[src/rtl/rf_scoreboard.sv]
// Register-file write scoreboard: one saturating outstanding-write counter per
// architectural register, with reserve from ID, two writeback release ports and flush.
module rf_scoreboard #(
  parameter int W_RD  = 3,
  parameter int W_CNT = 2
) (
  input  logic            clk,
  input  logic            rst,
  input  logic            rsv_v_i,
  input  logic [W_RD-1:0] rsv_name_i,
  input  logic            rel0_v_i,
  input  logic [W_RD-1:0] rel0_name_i,
  input  logic            rel1_v_i,
  input  logic [W_RD-1:0] rel1_name_i,
  input  logic            flush_i,
  input  logic [W_RD-1:0] rd_name_i,
  input  logic [W_RD-1:0] rs_name_i,
  output logic            rd_reserved_o,
  output logic            rs_reserved_o,
  output logic            rsv_full_o,
  output logic            busy_o,
  output logic            err_o
);

  localparam int NREG = 1 << W_RD;
  // Two extra bits so cnt + 1 and the two-port release sum never overflow.
  localparam int CW   = W_CNT + 2;
  localparam logic [W_CNT-1:0] MAXCNT = '1;

  logic [W_CNT-1:0] cnt_q [NREG];
  logic [W_CNT-1:0] cnt_d [NREG];
  logic             busy_q, busy_d;
  logic             err_q, err_d;
  logic             rsv_acc;

  assign rd_reserved_o = (cnt_q[rd_name_i] != '0);
  assign rs_reserved_o = (cnt_q[rs_name_i] != '0);
  assign rsv_full_o    = (cnt_q[rsv_name_i] == MAXCNT);
  assign rsv_acc       = rsv_v_i & ~rsv_full_o & ~flush_i;
  assign busy_o        = busy_q;
  assign err_o         = err_q;

  always_comb begin
    logic          hit0, hit1;
    logic [CW-1:0] cur, rel, inc, dec, nxt;
    // NOTE: every variable gets a default before any conditional use so no latch is inferred.
    err_d  = err_q;
    busy_d = 1'b0;
    hit0   = 1'b0;
    hit1   = 1'b0;
    cur    = '0;
    rel    = '0;
    inc    = '0;
    dec    = '0;
    nxt    = '0;
    for (int r = 0; r < NREG; r++) begin
      hit0 = rel0_v_i & ~flush_i & (rel0_name_i == W_RD'(r));
      hit1 = rel1_v_i & ~flush_i & (rel1_name_i == W_RD'(r));
      cur  = CW'(cnt_q[r]);
      rel  = CW'(hit0) + CW'(hit1);
      inc  = CW'(rsv_acc & (rsv_name_i == W_RD'(r)));
      // Releases are judged against the pre-update count; any excess is an error.
      dec  = (rel > cur) ? cur : rel;
      if (rel > cur) err_d = 1'b1;
      nxt  = cur + inc - dec;
      cnt_d[r] = flush_i ? '0 : W_CNT'(nxt);
      busy_d   = busy_d | (cnt_d[r] != '0);
    end
  end

  always_ff @(posedge clk) begin
    if (!rst) begin
      // NOTE: the counter array is reset explicitly; stale reservations would stall issue forever.
      for (int r = 0; r < NREG; r++) cnt_q[r] <= '0;
      busy_q <= 1'b0;
      err_q  <= 1'b0;
    end else begin
      // NOTE: sequential state uses non-blocking assignments so all flops update together.
      for (int r = 0; r < NREG; r++) cnt_q[r] <= cnt_d[r];
      busy_q <= busy_d;
      err_q  <= err_d;
    end
  end

endmodule

[config.mk]
export PLATFORM = sky130hd
export DESIGN_NAME = rf_scoreboard
export DESIGN_NICKNAME = d
export VERILOG_FILES = /design/src/rtl/rf_scoreboard.sv
export SDC_FILE = /design/constraint.sdc
export NUM_CORES = 1
export LEC_CHECK = 0
export ABC_AREA = 1
export CAP_MARGIN = 15
export CORE_AREA = 2 2 76 78
export DETAILED_ROUTE_END_ITERATION = 12
export DIE_AREA = 0 0 78 80
export GPL_TIMING_DRIVEN = 1
export HOLD_SLACK_MARGIN = 0.05
export PLACE_DENSITY = 0.73
export SETUP_SLACK_MARGIN = 0.1
export SLEW_MARGIN = 20
export SYNTH_ARGS = -nofsm -noshare
export SYNTH_HDL_FRONTEND = slang
export SYNTH_SLANG_ARGS = --single-unit
[constraint.sdc]
create_clock -name clk -period 8.8 [get_ports clk]
set_input_delay 1.76 -clock clk [delete_from_list [all_inputs] [get_ports clk]]
set_output_delay 1.76 -clock clk [all_outputs]
set_load 0.05 [all_outputs]
==> metrics.yaml <==
place.gp.congestion: 0.9133
cts_tree: "yes"
comb_power_share: 0.378
clock_sinks: 18
clock_skew_ps: 3.138
dpl_worst_slack_ps: 3229
ys_warn_count: 0
power_leakage_uw: 0.001416
rr_startpoint: "cnt_q[4][1]"
pwr-share-clk: 0.246
clock_latency_ps: 260
fin_crit_sh: 0.6342
drtIter0Drc: 235
grt_first_pass_wirelength_microns: 10400
rows: 27
cp-end-kind: "output pin"
register_area_sq_um: 360.3
wl_microns: 6003
fmax_ghz: 0.1792
nets: 487
path_max_fanout: 5
r2r_setup_slack_ps: 5800
cts.reportedPaths.clkPinSlew_ps: 70
seqPwrFrac: 0.376
fin_cells: 488
syn_to_final_growth_pct: 15.94
synthDistinctLibCells: 20
worst_slack_ps: 3219
vdd_ir_drop_max_uv: 69.67
path_cells: "clkdlybuf4s50_1 > nor2_1 > nand2_1 > nand4_1 > nand3_2 > nand2_1 > clkdlybuf4s50_1"
hold_start: "err_o"
first_global_vias: 2311
detail-route-antenna-nets: 0
min_period_ps: 5581
max_stage_delay_ps: 790
drt_pre_antenna_iters: 4
power_uw: 242.7
crit_slowest_cell: "clkdlybuf4s50_1"
whs_endpoint: "err_o"
grt_overflow_total: 0
die_x_microns: 78
synth_cells: 390
nFillCells: 564
drc_errors: 0
avgSynthCellArea_sq_um: 5.999
grt_usage: 0.2101
multi_input_comb_area_sq_um: 1659
antenna_cells: 0
clockBufferDepth: 2
r2r_end: "busy_o"
setup.worst_path.start_class: "input pin"
vias: 2380
outcome: "finished clean"
post_cts_buffers: 0
drv_cap: 0
p_switching_uw: 90.14
grt_antenna_before_repair: 0
io_buffers: 25
internal-power_uw: 152.6
maxSlewHeadroom: 0.6475
ys_ff_latch: 18
holdBufCountCts: 0
grt_max_degree: 20
final_hold_viol_count: 0
start_util: 0.4329
wire_per_inst_microns: 12.30
arrival_ps: 3820
pwr_density_cell_nw_per_um2: 89.48
via_per_inst: 4.877
drive_gt1_frac: 0.02885
core_sq_um: 5405
worst_slew_pin_slew_ps: 525.5
die_area_sq_um: 6240
hp-class: "flop to flop"
cts_root_buf: "clkbuf_8"
num_io_pins: 26
numCtsBuffers: 3
dp_hpwl_microns: 4725
dp.cells: 485
rsz0062_at_grt: "no"
synth_seq_area_share: 0.1540
power_switching_share: 0.3714
dieHeight_microns: 80
drv_slew: 0
ctsResizeCount: 0
final_core_util: 0.5019
setup_viol: 0
tns_ps: 0
synth_area_sq_um: 2340
crit_type: "input pin to output pin"
syn-num-nets: 459
worstHoldPathCells: 4
h-tree-depth: 1
crit_required_ps: 7040
ff2ff_path_depth: 16
[how the worst max path moves through the flow]
stage	startpoint	cells after the start	slack [ps]	endpoint
finish	rsv_name_i[0]	7	3220	rsv_full_o
global route	rsv_name_i[1]	7	3050	rsv_full_o
CTS	rsv_name_i[0]	7	3220	rsv_full_o
detailed placement	rsv_name_i[0]	7	3230	rsv_full_o
global placement	rsv_name_i[1]	7	3270	rsv_full_o
floorplan	rd_name_i[0]	5	3940	rd_reserved_o
[worst max-delay path: cells and delay by family]
family	cells	cell delay (ps)
and+or+nand+nor	5	750
buffers and inverters	2	1300
[power by group through the flow]
| stage | registers [uW] | logic (uW) | clock network (uW) |
|---|---|---|---|
| floorplan | 97.5 | 53.7 | 0 |
| global placement | 93.1 | 88.3 | 0 |
| detailed placement | 93.0 | 90.4 | 0 |
| CTS | 91.2 | 91.6 | 59.0 |
| global route | 91.5 | 105 | 63.7 |
| finish | 91.3 | 91.7 | 59.7 |
[final cells by class]
| class | instances | area share |
|---|---|---|
| Timing Repair Buffer | 25 | 0.09225 |
| Sequential cell | 18 | 0.1328 |
| Tap cell | 72 | 0.03321 |
| Multi-Input combinational cell | 287 | 0.6116 |
| Inverter | 83 | 0.1149 |
| Clock buffer | 3 | 0.01522 |
[kinds of logic (layout without fill, tap and decap cells)]
family,count (synthesis),count (layout),share of synthesized area
and+or+nand+nor,200,200,0.3679
buffers and inverters,85,111,0.1369
adders and majority gates,48,48,0.2567
AOI/OAI and AO/OA,39,39,0.08449
DFF,18,18,0.1540
[per-stage QoR]
step,hold slack [ps],instance area [sq um]
after floorplan,670.4,2340
after global placement,544.8,2671
after detailed placement,539.4,2671
after CTS,559.2,2713
after global routing,589.7,2713
final,561.9,2713
[placed cells by master, fill, tap and decap left out, types with 3 or more instances in the layout]
master and instances:
ha_1 48, nand3_1 27, clkdlybuf4s50_1 25, nor2_1 59
dfxtp_1 18, a21oi_1 4, clkbuf_8 3, inv_1 79
o21ai_0 34, nand3b_1 5, nand4_1 4, nand2_1 97
[state kept, by name, summed over array words and instances, names as in the netlist]
register and flops:
err_o 1, busy_o 1, cnt_q 16
[Yosys cell counts]
cell / n / share of area
inv_2: 2 / 0.0032
a22oi_1: 1 / 0.0032
a21oi_1: 4 / 0.0086
clkinv_1: 2 / 0.0032
ha_1: 48 / 0.26
nor3_1: 1 / 0.0021
nor2_1: 59 / 0.095
buf_2: 1 / 0.0021
inv_1: 79 / 0.13
nor2_4: 2 / 0.0096
nand3b_1: 5 / 0.016
nand4_1: 4 / 0.011
nand3_4: 1 / 0.0075
clkbuf_1: 1 / 0.0016
or2_2: 2 / 0.0053
nand3_2: 2 / 0.0086
dfxtp_1: 18 / 0.15
nand2_1: 97 / 0.16
o21ai_0: 34 / 0.073
nand3_1: 27 / 0.058
[routing by layer]
metal | track usage | part of all wire
met1 | 0.2818 | 0.48
met2 | 0.3397 | 0.44
met3 | 0.02149 | 0.047
met4 | 0.09474 | 0.029
met5 | 0 | 0
(Power assumes the default switching activity.)
